<file path="src/rtl/uart_rx_byte.sv">
// uart_rx_byte -- 8N1 UART receiver with 16x oversampling and a valid/ready
// byte output.
//
// The line is brought into the clock domain by a two-flop synchroniser. A
// tick generator divides the system clock down to OVERSAMPLE ticks per bit
// time. It is held cleared while idle, so the sampling phase is aligned to
// the start edge. The start bit is confirmed at its centre, and every later
// bit is sampled one bit time (OVERSAMPLE ticks) after the previous sample.
//
// Optional build macro: UART_RX_PARITY_EN. When it is defined, one even-parity
// bit is received between data bit 7 and the stop bit.
//
// Ports:
//   clk         system clock
//   rst_n       asynchronous active-low reset
//   rx          serial line, asynchronous to clk, idle high
//   dout        received byte (LSB is first on the wire)
//   dout_valid  byte available; held until accepted
//   dout_ready  consumer accepts dout when dout_valid && dout_ready
//   frame_err   one-cycle pulse: stop bit sampled low
//   overrun     one-cycle pulse: byte completed while dout_valid still high
//   parity_err  one-cycle pulse on parity mismatch (0 without UART_RX_PARITY_EN)
module uart_rx_byte #(
  parameter int CLOCK_FREQUENCY = 200000000,
  parameter int BAUD_RATE       = 9600,
  parameter int OVERSAMPLE      = 16
) (
  input  logic       clk,
  input  logic       rst_n,
  input  logic       rx,
  output logic [7:0] dout,
  output logic       dout_valid,
  input  logic       dout_ready,
  output logic       frame_err,
  output logic       overrun,
  output logic       parity_err
);

  localparam int DIV  = CLOCK_FREQUENCY / (BAUD_RATE * OVERSAMPLE);
  localparam int TC_W = $clog2(DIV + 1);
  localparam int OS_W = $clog2(OVERSAMPLE);
  localparam logic [TC_W-1:0] TC_LAST = TC_W'(DIV - 1);
  localparam logic [OS_W-1:0] OS_LAST = OS_W'(OVERSAMPLE - 1);
  localparam logic [OS_W-1:0] OS_HALF = OS_W'(OVERSAMPLE / 2 - 1);

`ifdef UART_RX_PARITY_EN
  typedef enum logic [2:0] {IDLE, START, DATA, PARITY, STOP, BREAK} state_t;
`else
  typedef enum logic [2:0] {IDLE, START, DATA, STOP, BREAK} state_t;
`endif

  state_t            state, next_state;
  logic              rx_meta, rxs;
  logic [TC_W-1:0]   tick_cnt;
  logic              tick;
  logic [OS_W-1:0]   os_cnt;
  logic              os_done, sample;
  logic [2:0]        bit_idx;
  logic [7:0]        shift_p0;
  logic              shift_en, commit_set, ferr_set;
  logic              vld_p1;
`ifdef UART_RX_PARITY_EN
  logic              par_bit_p0;
  logic              par_load, perr_set;

  // Even parity: data bits plus parity bit must hold an even number of ones.
  function automatic logic parity_bad(input logic [7:0] d, input logic p);
    return ^{d, p};
  endfunction
`endif

  // Synchroniser stage; idle-high reset value avoids a false start edge.
  always_ff @(posedge clk or negedge rst_n) begin
    if (!rst_n) begin
      rx_meta <= 1'b1;
      rxs     <= 1'b1;
    end else begin
      rx_meta <= rx;
      rxs     <= rx_meta;
    end
  end

  // Tick generator. It is held at zero in IDLE, so the first tick of a frame
  // comes DIV clocks after the start edge is seen.
  assign tick = (tick_cnt == TC_LAST);

  always_ff @(posedge clk or negedge rst_n) begin
    if (!rst_n)
      tick_cnt <= '0;
    else if (state == IDLE || tick)
      tick_cnt <= '0;
    else
      tick_cnt <= tick_cnt + TC_W'(1);
  end

  // The sub-bit tick counter reaches the centre of the start bit after half a
  // bit time. After that it reaches the next bit centre every full bit time.
  assign os_done = (state == START) ? (os_cnt == OS_HALF) : (os_cnt == OS_LAST);
  assign sample  = tick && os_done;

  always_ff @(posedge clk or negedge rst_n) begin
    if (!rst_n)
      os_cnt <= '0;
    else if (state == IDLE)
      os_cnt <= '0;
    else if (tick)
      os_cnt <= os_done ? '0 : os_cnt + OS_W'(1);
  end

  always_ff @(posedge clk or negedge rst_n) begin
    if (!rst_n)
      state <= IDLE;
    else
      state <= next_state;
  end

  always_comb begin
    next_state = state;
    shift_en   = 1'b0;
    commit_set = 1'b0;
    ferr_set   = 1'b0;
`ifdef UART_RX_PARITY_EN
    par_load   = 1'b0;
    perr_set   = 1'b0;
`endif
    case (state)
      IDLE:  if (!rxs) next_state = START;
      START: if (sample) next_state = rxs ? IDLE : DATA;
      DATA: begin
        if (sample) begin
          shift_en = 1'b1;
`ifdef UART_RX_PARITY_EN
          if (bit_idx == 3'd7) next_state = PARITY;
`else
          if (bit_idx == 3'd7) next_state = STOP;
`endif
        end
      end
`ifdef UART_RX_PARITY_EN
      PARITY: begin
        if (sample) begin
          par_load   = 1'b1;
          next_state = STOP;
        end
      end
`endif
      STOP: begin
        if (sample) begin
          if (!rxs) begin
            // A bad stop bit outranks any parity result.
            ferr_set   = 1'b1;
            next_state = BREAK;
          end else begin
            next_state = IDLE;
`ifdef UART_RX_PARITY_EN
            if (parity_bad(shift_p0, par_bit_p0))
              perr_set = 1'b1;
            else
              commit_set = 1'b1;
`else
            commit_set = 1'b1;
`endif
          end
        end
      end
      // A line held low reports one frame error, not a string of frames.
      BREAK: if (rxs) next_state = IDLE;
      default: next_state = IDLE;
    endcase
  end

  always_ff @(posedge clk or negedge rst_n) begin
    if (!rst_n)
      bit_idx <= 3'd0;
    else if (state != DATA)
      bit_idx <= 3'd0;
    else if (shift_en)
      bit_idx <= bit_idx + 3'd1;
  end

  // Deserialiser stage (p0); LSB arrives first, so bits enter at the MSB.
  always_ff @(posedge clk) begin
    if (shift_en)
      shift_p0 <= {rxs, shift_p0[7:1]};
  end

`ifdef UART_RX_PARITY_EN
  always_ff @(posedge clk) begin
    if (par_load)
      par_bit_p0 <= rxs;
  end

  always_ff @(posedge clk or negedge rst_n) begin
    if (!rst_n)
      parity_err <= 1'b0;
    else
      parity_err <= perr_set;
  end
`else
  assign parity_err = 1'b0;
`endif

  // Commit stage (p1), one cycle after the stop sample. A handshake in the
  // same cycle frees the output register, so the new byte loads without an
  // overrun.
  always_ff @(posedge clk or negedge rst_n) begin
    if (!rst_n) begin
      vld_p1     <= 1'b0;
      dout       <= 8'd0;
      dout_valid <= 1'b0;
      frame_err  <= 1'b0;
      overrun    <= 1'b0;
    end else begin
      vld_p1    <= commit_set;
      frame_err <= ferr_set;
      overrun   <= 1'b0;
      if (vld_p1 && (!dout_valid || dout_ready)) begin
        dout       <= shift_p0;
        dout_valid <= 1'b1;
      end else begin
        if (vld_p1)
          overrun <= 1'b1;
        if (dout_valid && dout_ready)
          dout_valid <= 1'b0;
      end
    end
  end

endmodule

</file>
<file path="config.mk">
export PLATFORM = sky130hd
export DESIGN_NAME = uart_rx_byte
export DESIGN_NICKNAME = d
export VERILOG_FILES = /design/src/rtl/uart_rx_byte.sv
export SDC_FILE = /design/constraint.sdc
export NUM_CORES = 1
export LEC_CHECK = 0
export CAP_MARGIN = 20
export CORE_MARGIN = 2
export CORE_UTILIZATION = 60
export CTS_CLUSTER_DIAMETER = 80
export DETAILED_ROUTE_END_ITERATION = 16
export DONT_BUFFER_PORTS = 1
export GPL_ROUTABILITY_DRIVEN = 0
export PLACE_DENSITY = 0.82
export SKIP_CTS_REPAIR_TIMING = 1
export SLEW_MARGIN = 20
export SYNTH_ARGS = -nofsm -noshare
export SYNTH_HDL_FRONTEND = slang
export SYNTH_SLANG_ARGS = --single-unit
</file>
<file path="constraint.sdc">
create_clock -name clk -period 2.8 [get_ports clk]
set_input_delay 0.42 -clock clk [delete_from_list [all_inputs] [get_ports clk]]
set_output_delay 0.42 -clock clk [all_outputs]
set_load 0.005 [all_outputs]
</file>
Word level (Yosys, flattened, before mapping)
Cells that the tools add are included.
{ "word_totals": {"regBits": 43, "inputBits": 4, "out_inout_bits": 12, "wordCells": 69} }
{ "classes": {"addsub": 3, "n_eq_ne": 15, "muxes": 28, "n_reduce_logical": 11} }
{ "op_table": {"columns": ["op", "count"], "rows": [
  ["$mux 3", 9],
  ["$pmux 3 s5", 1],
  ["$mux 1", 13],
  ["$mux 4", 3],
  ["$ne 2x2->1 const B", 6],
  ["$add 11x1->11 const B", 1],
  ["$eq 11x11->1 const B", 1],
  ["$mux 11", 1],
  ["$eq 3x2->1 const B", 2],
  ["$eq 3x3->1 const B", 2],
  ["$reduce_and 6->1", 1],
  ["$reduce_bool 2->1", 3],
  ["$add 4x1->4 const B", 1],
  ["$eq 4x3->1 const B", 1],
  ["$eq 4x4->1 const B", 1],
  ["$add 3x1->3 const B", 1],
  ["$eq 3x1->1 const B", 1],
  ["$logic_and 1x1->1", 3],
  ["$logic_not 3->1", 1],
  ["$ne 3x2->1 const B", 1],
  ["$logic_or 1x1->1", 2],
  ["$mux 2", 1],
  ["$logic_not 1->1", 1]
]} }

Longest topological paths before layout
Gate-level depths: netlist of the first run.
{ "depth": {"ltp_word": 7, "ltp_mapped": 7} }

Worst setup path before layout of the first run
OpenSTA, ideal clock, no wires.
{ "synth_path": {"kind": "register -> register", "start": "reg state[1]", "end": "reg shift_p0[0], enable pin", "setup_time_ns": 0.332, "arrival_time_ns": 1.563, "path_slack_ns": 0.905, "stages_incl_launch_ff": 5, "synth_period_minus_slack_ns": 1.895, "path_cell_list": "dfrtp_1 -> buf_2 -> nor3b_1 -> mux2i_1 -> and3_1"} }
{ "synth_between": {"elab_chain_len": 5} }
{ "synth_lines": {"columns": ["element", "line_no", "text"], "rows": [
  ["start, declared", "52", "state_t state, next_state;"],
  ["start signal, assigned", "114", "state <= next_state;"],
  ["$eq 3x1->1", "98", "assign os_done = (state == START) ? (os_cnt == OS_HALF) : (os_cnt == OS_LAST);"],
  ["$mux 1", "98", null],
  ["$logic_and 1x1->1", "99", "assign sample = tick && os_done;"],
  ["$mux 1", "130", "if (sample) begin"],
  ["$mux 1 *", "126", "case (state)"],
  ["named net shift_en", "60", "logic shift_en, commit_set, ferr_set;"],
  ["end signal, assigned", "184", "shift_p0 <= {rxs, shift_p0[7:1]};"],
  ["end, declared", "59", "logic [7:0] shift_p0;"]
]} }
Mark *: on every way through the listed nets, which the timed path passes. The rest lies on a longest branch.
A chain may end at the register's enable or synchronous reset.

Worst setup path in the final report of the first run
{ "layout_path": {"start": "reg tick_cnt[1]", "end": "reg shift_p0[0], enable pin"} }
{ "layout_between": {"elab_chain_len": 4} }
{ "layout_lines": {"columns": ["element", "line_no", "text"], "rows": [
  ["start, declared", "54", "logic [TC_W-1:0] tick_cnt;"],
  ["start signal, assigned", "93", "tick_cnt <= tick_cnt + TC_W'(1);"],
  ["$eq 11x11->1", "85", "assign tick = (tick_cnt == TC_LAST);"],
  ["$logic_and 1x1->1", "99", null],
  ["$mux 1", "130", null],
  ["$mux 1", "126", null],
  ["named net shift_en", "60", null]
]} }
The timed path passes the listed nets, and every way through them passes these cells.

==> impl_results.md, run 1 <==
* Routed metal-1 wire length at around 1.3 mm
* Depth of the CTS H-tree at 2
* Antenna-violating nets left at 0
* Clk_lat worst skew at 0.35 ns
* Cell count after synthesis at roughly 150
* Max stage delay cell, worst path: dfrtp_1
* Status: completed
* Worst setup SP type: flip-flop
* Nets at between 150 and 200
* Reg clk slew, reported paths at ~0.13 ns
* Floorplan die width at approximately 60 µm
* Initial Util at 62.64%
* Placement-stage worst setup slack at approximately 0.72 ns
* Total Routing Usage GR at between 20% and 30%
* Endpoint required time on the critical path at roughly 2.8 ns
* Clock tree root buffer cell: clkbuf_4
* Port bufs at 0
* Number of global-route vias before repair at ~1200
* Worst Path Buf+Inv at 1
* Sort of element at the end of the critical path: flip-flop
* Metal2 WL at approximately 1.6 mm
* Count of flip-flops with a built-in enable after synthesis at 8
* Largest delay share family, worst path: simple AND/OR/NAND/NOR gates
* Worst hold-check path type: input pin to flip-flop
* Pwr Density at just over 500 mW/mm²
* CTS max path bufs at 2
* Die H at around 60 µm
* Flop pwr share at 60.7%
* Minimum setup slack in the final design at around 0.72 ns
* Antenna diode count at 0
* Met3 Routed Length at slightly below 100 µm
* Area share of the largest cell type after synthesis at about 44%
* TritonRoute pass-1 iters at 4
* Count of pins on the block boundary at 16
* Floorplan Core Area at 0.003028 mm²
* Vias per std cell at between 5 and 6
* Library cell occupying the most area in the post-synthesis netlist: dfrtp_1
* Fraction of registers with async set/reset at around 80%
* TritonCTS clock tree: built
* Setup violation total in the final timing report at 0
* Switching power total at approximately 0.00022 W
* Internal power consumption at roughly 0.00084 W
* Global-route wire length before repair at approximately 5.5 mm
* Synth cell types at 40
* Setup TNS after final layout at 0 ns
* Number of max-cap violations at 0
* Antenna violations before repair at 0
* Final Cycle Share at 74.41%
* Largest net degree at the start of global routing at 36
* Number of endpoints with negative hold slack in the final report at 0
* Share of total power in combinational logic at under 10%
* Delay of the slowest critical-path stage at approximately 0.45 ns
* Number of CTS-inserted buffers at 5
* Cell area after synthesis at ~0.0019 mm²
* Standard-cell row count at 20
* Post-synthesis sequential area ratio at between 50 and 60%
* Uppermost metal layer occupied by signal nets: met4
* Arrival time reported for the critical path endpoint at between 2 and 2.5 ns
* Estimated wirelength of the detail-placed design at between 2 and 2.5 mm
* Min Tclk post-route at ~2.1 ns
* RSZ-0062 raised after global routing: false
* Wire length per cell after detailed routing at roughly 15 µm
* Most frequently used flop master after synthesis: dfrtp_1
* P&R area growth vs syn at 8.509%
* Relative slew slack at approximately 55%
* Sum of overflow across all layers after global routing at 0
* Post-Route WL at a little over 3 mm
* Fill cells at roughly 210
* DRC violations left at 0
* Largest cells by area after synthesis: dfrtp_1 (44%), edfxtp_1 (13%), mux2_2 (5.3%)
* Yosys reg bits at 43
* Transition time at the pin with the least slew margin at about 0.67 ns
* Proportion of power drawn by the clock network at 37.8%
* Syn nets at around 160
* Most frequent cells in the layout: dfrtp_1 (33), nand2_1 (16), nor2_1 (14)
* Yosys warns at 0
* Fraction of power spent switching nets at around 21%
* Critical path peak fanout at 8
* Leakage power of the design at ~0.97 nW
* Count of vias placed by the detailed router at ~1200
* Die outline area at approximately 0.0036 mm²
* Clock sink count at 43
* Worst vdd ir at about 0.00041 V
* Pwr Total at between 0.001 and 0.0015 W
* Number of DRC violations after detailed-routing iteration 0 at 58
* Number of slew-limit violations in the final report at 0
* Cells traversed along the worst timing path: inv_1 > ha_1 > and4bb_4 > and4b_1 > and3_1
* Classification of the worst setup path: flip-flop to flip-flop
* Max Fclk at 479.9 MHz
* Syn_area_per_cell at ~12 µm²
* Most common library cell in the layout ignoring fill and taps: dfrtp_1
* Fraction of final layout cells with drive strength greater than 1 at 19.88%
* Post-route clock skew at about 0.0067 ns
## final cells by class
| cell class | instances | area, µm² | share of cell area (%) |
|---|---|---|---|
| well taps | 44 | 55.05 | 2.675 |
| inverters | 3 | 11.26 | 0.5471 |
| repair buffers | 4 | 45.04 | 2.188 |
| flip-flops and latches | 43 | 1119 | 54.35 |
| clock inverters | 3 | 47.55 | 2.310 |
| clock buffers | 5 | 37.54 | 1.824 |
| multi-input cells | 103 | 743.2 | 36.11 |
## registers in the layout, indices dropped and copies added (netlist names), 3 cells and up
signal,flops
tick_cnt,11
os_cnt,4
state,3
shift_p0,8
bit_idx,3
dout,8
## power groups by stage
stage | Clock, W | Sequential [W] | Combinational (W)
after floorplan | 0 | 0.000651 | 0.00000278
after global placement | 0 | 0.000652 | 0.00000183
after detailed placement | 0 | 0.000652 | 0.00000187
after CTS | 0.000413 | 0.000640 | 0.00000190
after global routing | 0.000445 | 0.000640 | 0.0000185
final | 0.000398 | 0.000639 | 0.0000157
## worst paths after layout
check                      cells past startpoint                   from  slack, ns                    end
max                                            5  tick_cnt[1]$_DFF_PN0_       0.72  shift_p0[0]$_DFFE_PP_
min                                            0                     rx       0.05      rx_meta$_DFF_PN1_
max reg2reg                                    5  tick_cnt[1]$_DFF_PN0_       0.72  shift_p0[0]$_DFFE_PP_
min reg2reg                                    0      rx_meta$_DFF_PN1_       0.37          rxs$_DFF_PN1_
max in group asynchronous                      2                  rst_n       2.03      rx_meta$_DFF_PN1_
min in group asynchronous                      2                  rst_n       0.53    dout[1]$_DFFE_PN0P_
## worst reg2reg max path: cells and delay by family, from the launching register on
family / cells / cell delay, ns
flops: 1 / 0.45
simple gates: 3 / 1.09
buf+inv: 1 / 0.08
fa+ha+maj: 1 / 0.14
## per-stage QoR
stage | utilization (%) | instances | cell area (µm²) | hold slack (ns)
floorplan | - | 153 | 1897 | 0.1244
global placement | 64.17 | 195 | 1943 | 0.1251
finish | 67.98 | 205 | 2058 | 0.04945
global route | 67.98 | 205 | 2058 | 0.01026
CTS | 66.98 | 203 | 2028 | -0.2811
detailed placement | 64.17 | 195 | 1943 | 0.1251
## cell families (layout without fill, tap and decap cells)
group | after synthesis | count (layout) | share of synthesized area (%)
simple gates | 64 | 64 | 19.86
buf+inv | 7 | 15 | 1.846
xor+xnor | 8 | 8 | 3.694
mux | 13 | 13 | 7.454
other cells | 1 | 1 | 0.1977
compound gates | 12 | 12 | 4.683
fa+ha+maj | 5 | 5 | 3.298
flops | 43 | 43 | 58.97
## synthesized netlist by cell type, drive strengths merged (2+ instances only)
cell	number
dfrtp	33
nand2	17
nor2	14
mux2	9
edfxtp	8
nand3	6
a21oi	5
ha	5
or3	5
xor2	5
mux2i	4
nand4	4
buf	3
inv	3
o21ai	3
xnor2	3
and4bb	2
dfstp	2
nand2b	2
nor3	2
nor3b	2
## layer usage
| layer | track usage (%) | vias up |
|---|---|---|
| li1 | - | 556 |
| met1 | 24.30 | 615 |
| met2 | 35.25 | 24 |
| met3 | 5.844 | 6 |
| met4 | 9.841 | 0 |
| met5 | 0 | - |
Power figures use the tool's default switching activity.
==> inputs of run 2 (changes only) <==
clock period = 2.05 ns   (was 2.8 ns; I/O delays follow)
==> run 2 against run 1 <==
Sequential power grew 37%. Global-route usage shrank 0.24 points. Routed wire length is essentially flat. Setup slack lost 0.54 ns. Final cell count grew 2.0%. Design area grew 0.43%. Hold slack gained 0.091 ns. Critical endpoint is now state[1]$_DFFE_PN0P_.
==> impl_results.md, run 2 (synthesis results as in run 1) <==
* Number of CTS-inserted buffers at 5 (unchanged)
* TritonRoute pass-1 iters at 6 (+2)
* Pwr Density at 638.4 mW/mm² (+25%)
* Depth of the CTS H-tree at 2 (unchanged)
* Sum of overflow across all layers after global routing at 0 (unchanged)
* Most frequent cells in the layout: dfrtp_1 (33), nand2_1 (16), nor2_1 (14)
* Reg clk slew, reported paths at 0.13 ns (about the same)
* Clk_lat worst skew at 0.36 ns (about the same)
* Worst setup SP type: flip-flop
* Wire length per cell after detailed routing at 14.74 µm (-1.9%)
* Nets at 173 (+2.4%)
* Number of endpoints with negative hold slack in the final report at 0 (unchanged)
* Post-Route WL at 3.081 mm (about the same)
* Worst vdd ir at 0.0004138 V (+0.23%)
* Estimated wirelength of the detail-placed design at 2.138 mm (-1.8%)
* Count of pins on the block boundary at 16 (unchanged)
* Total Routing Usage GR at 20.61% (-0.24 points)
* Arrival time reported for the critical path endpoint at 2.13 ns (+0.02 ns)
* Leakage power of the design at 0.9727 nW (+0.27%)
* RSZ-0062 raised after global routing: false
* Status: completed
* DRC violations left at 0 (unchanged)
* Max stage delay cell, worst path: dfrtp_1
* Initial Util at 62.64% (unchanged)
* Most common library cell in the layout ignoring fill and taps: dfrtp_1
* Min Tclk post-route at 1.877 ns (-0.2067 ns)
* Setup TNS after final layout at 0 ns (unchanged)
* Fill cells at 222 (+3.7%)
* Floorplan Core Area at 0.003028 mm² (unchanged)
* Area occupied by registers at 0.001119 mm² (unchanged)
* Fraction of final layout cells with drive strength greater than 1 at 21.21% (+1.3 points)
* Post-route clock skew at 0.01208 ns (+0.005417 ns)
* Standard-cell row count at 20 (unchanged)
* CTS max path bufs at 2 (unchanged)
* Total area of multi-input combinational cells at 743.2 µm² (unchanged)
* Classification of the worst setup path: flip-flop to flip-flop
* Non-filler instance count after layout at 209 (+2.0%)
* Clock sink count at 43 (unchanged)
* Vias per std cell at 5.589 (-4.6%)
* Cells traversed along the worst timing path: inv_1 > ha_1 > and4bb_4 > nand4b_4 > nor3_1 > mux2_2
* Largest registers in the final layout: tick_cnt x11, dout x8, shift_p0 x8
* TritonCTS clock tree: built
* Antenna violations before repair at 0 (unchanged)
* Final Cycle Share at 91.55% (+17 points)
* Max Fclk at 532.8 MHz (+11%)
* Largest delay share family, worst path: simple AND/OR/NAND/NOR gates
* P&R area growth vs syn at 8.971%
* Number of slew-limit violations in the final report at 0 (unchanged)
* Number of cells in the design after placement at 198 (+1.5%)
* Endpoint required time on the critical path at 2.30 ns (-0.53 ns)
* Antenna diode count at 0 (unchanged)
* Floorplan die width at 60.23 µm (unchanged)
* Die H at 60.23 µm (unchanged)
* Sort of element at the end of the critical path: flip-flop
* Number of global-route vias before repair at 1196 (-1.6%)
* Number of DRC violations after detailed-routing iteration 0 at 96 (+66%)
* Max FFs per register at 11 (unchanged)
* Worst Path Buf+Inv at 1 (unchanged)
* Clock tree root buffer cell: clkbuf_4
* Largest net degree at the start of global routing at 36 (unchanged)
* Antenna-violating nets left at 0 (unchanged)
* Count of vias placed by the detailed router at 1168 (-2.7%)
* Die outline area at 0.003627 mm² (unchanged)
* Number of max-cap violations at 0 (unchanged)
* Setup violation total in the final timing report at 0 (unchanged)
* Global-route wire length before repair at 5.278 mm (-3.4%)
* Delay of the slowest critical-path stage at 0.45 ns (about the same)
* Port bufs at 0 (unchanged)
* Most flop-heavy register: tick_cnt
* Worst hold-check path type: input pin to flip-flop
* Critical path peak fanout at 7 (-1)
-- run 2: changes by cell type in the layout (fill, tap and decap cells not counted) --
cell,change
bufinv_16,-1
dlygate4sd3_1,+1
clkinvlp_4,+2
clkinv_4,-1
buf_4,+3
-- run 2: worst reg2reg max path, cell delays in order (launching register included) --
cell and delay, ns:
dfrtp_1 0.45, inv_1 0.08, ha_1 0.14, and4bb_4 0.25, nand4b_4 0.15, nor3_1 0.33, mux2_2 0.38
-- run 2: through the flow --
step | util, % | power, W | cell area, µm² | setup slack [ns] | hold WS [ns]
2_1_floorplan | - | 0.0008932 | 1897 | 0.1551 | 0.01191
3_3_place_gp | 64.92 | 0.0008926 | 1966 | 0.3018 | 0.01259
3_5_place_dp | 64.92 | 0.0008930 | 1966 | 0.1993 | 0.01257
4_1_cts | 66.94 | 0.001316 | 2027 | 0.1705 | -0.3992
5_1_grt | 68.26 | 0.001378 | 2067 | 0.05760 | 0.1325
6_report | 68.26 | 0.001319 | 2067 | 0.1732 | 0.1401
-- run 2: metal layers --
layer / up-vias / track usage (%) / wire (µm)
met1: 562 / 26.28 / 1311
met5: - / 0 / 0
met4: 0 / 11.75 / 81
met3: 8 / 6.710 / 151
li1: 566 / - / -
met2: 32 / 30.75 / 1536
-- run 2: cell type report --
type                    count  share of cell area (%)
well taps                  44                   2.663
multi-input cells         103                   35.96
inverters                   3                  0.5448
flip-flops and latches     43                   54.12
clock inverters             3                   1.150
repair buffers              8                   3.753
clock buffers               5                   1.816
-- run 2: report_power, final --
group	internal, W	switching, W	total [W]
registers	0.000871	0.00000195	0.000873
clock network	0.000137	0.000286	0.000423
logic	0.00000796	0.0000151	0.0000230
total	0.00102	0.000303	0.00132
-- run 2: path summary, 6_finish.rpt --
path	startpoint	end	slack [ns]	cells after the start
setup / recovery	tick_cnt[1]$_DFF_PN0_	state[1]$_DFFE_PN0P_	0.17	6
hold / removal	dout_ready	overrun$_DFF_PN0_	0.14	2
setup reg to reg	tick_cnt[1]$_DFF_PN0_	state[1]$_DFFE_PN0P_	0.17	6
hold reg to reg	rx_meta$_DFF_PN1_	rxs$_DFF_PN1_	0.37	0
max in group asynchronous	rst_n	rx_meta$_DFF_PN1_	1.41	2
min in group asynchronous	rst_n	dout[4]$_DFFE_PN0P_	0.39	2
==> inputs of run 3 (changes only) <==
BUFFER_PORTS_ARGS = -buffer_cell sky130_fd_sc_hd__buf_2   (was unset)
CORE_UTILIZATION = 58   (was 60)
DONT_BUFFER_PORTS = unset   (was 1)
PLACE_DENSITY = 0.84   (was 0.82)
==> run 3 against run 2 <==
The flow now finishes with violations (negative hold slack). Clock skew about the same. Setup slack better by 0.032 ns. Total power up 6.4%. Hold slack worse by 0.15 ns. Clock power up 22%. Highest routed layer unchanged. Sequential share of layout area down 1.2 points. Global-route usage down 0.62 points. Critical path depth down 1. Routed wire length up 3.9%. Largest power group unchanged. Critical path type unchanged. Register-to-register slack better by 0.03 ns. Largest cell class unchanged.
==> impl_results.md, run 3 (synthesis results as in run 1) <==
* Antenna-violating nets left at 0 (unchanged)
* Floorplan die width at 61.19 µm (+1.6%)
* Port bufs at 14 (+14)
* Final standard cell utilization of the core at 68.62% (+0.35 points)
* Wire length per cell after detailed routing at 14.55 µm (-1.3%)
* Internal power consumption at 0.001125 W (+11%)
* Proportion of power drawn by the clock network at 36.6% (+4.5 points)
* Most common library cell in the layout ignoring fill and taps: dfrtp_1
* Fraction of power spent switching nets at 19.87% (-3.1 points)
* Reg clk slew, reported paths at 0.13 ns (about the same)
* Critical path peak fanout at 8 (+1)
* Fraction of final layout cells with drive strength greater than 1 at 26.70% (+5.5 points)
* GRT Max-Usage Layer: met2
* Worst Path Buf+Inv at 1 (unchanged)
* Clk_lat worst skew at 0.36 ns (about the same)
* Final Cycle Share at 89.99% (-1.6 points)
* Setup TNS after final layout at 0 ns (unchanged)
* Sum of overflow across all layers after global routing at 0 (unchanged)
* Relative slew slack at around half
* Largest registers in the final layout: tick_cnt x11, dout x8, shift_p0 x8
* Most frequent cells in the layout: dfrtp_1 (33), nand2_1 (16), nor2_1 (14), buf_2 (14), mux2_2 (9)
* Non-filler instance count after layout at 220 (+5.3%)
* Post-route clock skew at 0.01198 ns (-0.00009930 ns)
* Switching power total at 0.0002791 W (-7.9%)
* RSZ-0062 raised after global routing: false
* Antenna diode count at 0 (unchanged)
* Estimated wirelength of the detail-placed design at 2.309 mm (+8.0%)
* Count of pins on the block boundary at 16 (unchanged)
* Delay of the slowest critical-path stage at 0.44 ns (about the same)
* Max Fclk at 542.1 MHz (+1.7%)
* Antenna violations before repair at 0 (unchanged)
* Max FFs per register at 11 (unchanged)
* Pwr Total at 0.001405 W (+6.4%)
* Transition time at the pin with the least slew margin at 0.7432 ns
* Min Tclk post-route at 1.845 ns (-0.03206 ns)
* Classification of the worst setup path: flip-flop to flip-flop
* Met3 track demand over resource at 7.773% (+1.1 points)
* Pwr Density at 665.0 mW/mm² (+4.2%)
* Cells traversed along the worst timing path: inv_1 > ha_1 > and4bb_4 > and4b_1 > and3_1
* Worst hold-check path type: input pin to asynchronous set/reset pin
* Count of vias placed by the detailed router at 1207 (+3.3%)
* Largest delay share family, worst path: simple AND/OR/NAND/NOR gates
* Vias per std cell at 5.486 (-1.8%)
* Flop pwr share at 62.1% (-4.1 points)
* Largest net degree at the start of global routing at 36 (unchanged)
* Post-Route WL at 3.202 mm (+3.9%)
* Setup violation total in the final timing report at 0 (unchanged)
* TritonRoute pass-1 iters at 4 (-2)
* Max stage delay cell, worst path: dfrtp_1
* Fill cells at 235 (+5.9%)
* Global-route wire length before repair at 5.306 mm (+0.53%)
* Sort of element at the end of the critical path: flip-flop
* Met1 global-route usage at 22.62% (-3.7 points)
* Number of global-route vias before repair at 1201 (+0.42%)
* Violated checks: negative hold slack
* Arrival time reported for the critical path endpoint at 1.87 ns (-0.26 ns)
* CTS max path bufs at 2 (unchanged)
* TritonCTS clock tree: built
* Number of endpoints with negative hold slack in the final report at 7 (+7)
* WHS at -0.006592 ns (-0.1467 ns)
* Share of total power in combinational logic at 1.3% (-0.4 points)
* Startpoint of the most critical register-to-register path: tick_cnt[1]$_DFF_PN0_
* CP Launch Point: tick_cnt[1]$_DFF_PN0_
* DRC violations left at 0 (unchanged)
* Die outline area at 0.003744 mm² (+3.2%)
* Number of cells in the design after placement at 212 (+7.1%)
* Number of DRC violations after detailed-routing iteration 0 at 66 (-31%)
* Depth of the CTS H-tree at 2 (unchanged)
* Die H at 61.19 µm (+1.6%)
* Standard-cell row count at 20 (unchanged)
* Number of max-cap violations at 0 (unchanged)
* Leakage power of the design at 1.043 nW (+7.2%)
* Endpoint required time on the critical path at 2.08 ns (-0.22 ns)
* Number of CTS-inserted buffers at 5 (unchanged)
* Clock tree root buffer cell: clkbuf_4
* P&R area growth vs syn at 11.35%
* Total Routing Usage GR at 19.99% (-0.62 points)
* Met2 track demand over resource in global routing at 33.13% (+2.4 points)
* Worst setup SP type: flip-flop
* Status: complete, but fails checks
* Nets at 184 (+6.4%)
* Clock sink count at 43 (unchanged)
* Most flop-heavy register: tick_cnt
* Initial Util at 61.63% (-1.0 points)
* Worst vdd ir at 0.0004869 V (+18%)
* Number of slew-limit violations in the final report at 0 (unchanged)
* Floorplan Core Area at 0.003078 mm² (+1.7%)
run 3: cell count changes in the layout (fill, tap and decap cells not counted), sizes merged:
cell,delta
buf,+13
bufinv,+1
clkinv,+2
clkinvlp,-2
dlygate4sd3,-2
inv,-1
run 3: worst paths after layout:
check / end / slack (ns) / cells past startpoint
min in group clk: rx_meta$_DFF_PN1_ / 0.03 / 1
max: shift_p0[0]$_DFFE_PP_ / 0.21 / 5
min reg2reg: rxs$_DFF_PN1_ / 0.37 / 0
min: dout[2]$_DFFE_PN0P_ / -0.007 / 1
max in group asynchronous: os_cnt[0]$_DFFE_PN0N_ / 1.58 / 1
max reg2reg: shift_p0[0]$_DFFE_PP_ / 0.21 / 5
run 3: worst reg2reg max path, cell delays in order (launching register included):
cell      delay (ns)
dfrtp_1         0.44
inv_1           0.09
ha_1            0.14
and4bb_4        0.25
and4b_1         0.22
and3_1          0.38
run 3: layout make-up:
cell class | count | area [µm²] | area share [%]
inverters | 3 | 11.26 | 0.5332
clock inverters | 3 | 38.79 | 1.836
repair buffers | 19 | 107.6 | 5.095
multi-input cells | 103 | 743.2 | 35.19
clock buffers | 5 | 37.54 | 1.777
flip-flops and latches | 43 | 1119 | 52.96
well taps | 44 | 55.05 | 2.607
run 3: metrics by stage:
| step | worst slack (ns) | cell area [µm²] |
|---|---|---|
| after floorplan | 0.1551 | 1897 |
| after global placement | 0.3201 | 2036 |
| after detailed placement | 0.1976 | 2036 |
| after CTS | 0.1954 | 2112 |
| after global routing | 0.06362 | 2112 |
| final | 0.2052 | 2112 |
run 3: routing by layer:
layer / wire (µm) / vias to the layer above
met5: 0 / -
met4: 50 / 0
met3: 152 / 5
met2: 1658 / 25
met1: 1340 / 593
li1: - / 584
run 3: power groups by stage:
stage	Clock [W]	Sequential, W	Combinational (W)
6_report	0.000514	0.000873	0.0000176
3_5_place_dp	0	0.000890	0.0000191
2_1_floorplan	0	0.000889	0.00000379
3_3_place_gp	0	0.000890	0.0000180
5_1_grt	0.000556	0.000873	0.0000215
4_1_cts	0.000522	0.000873	0.0000189
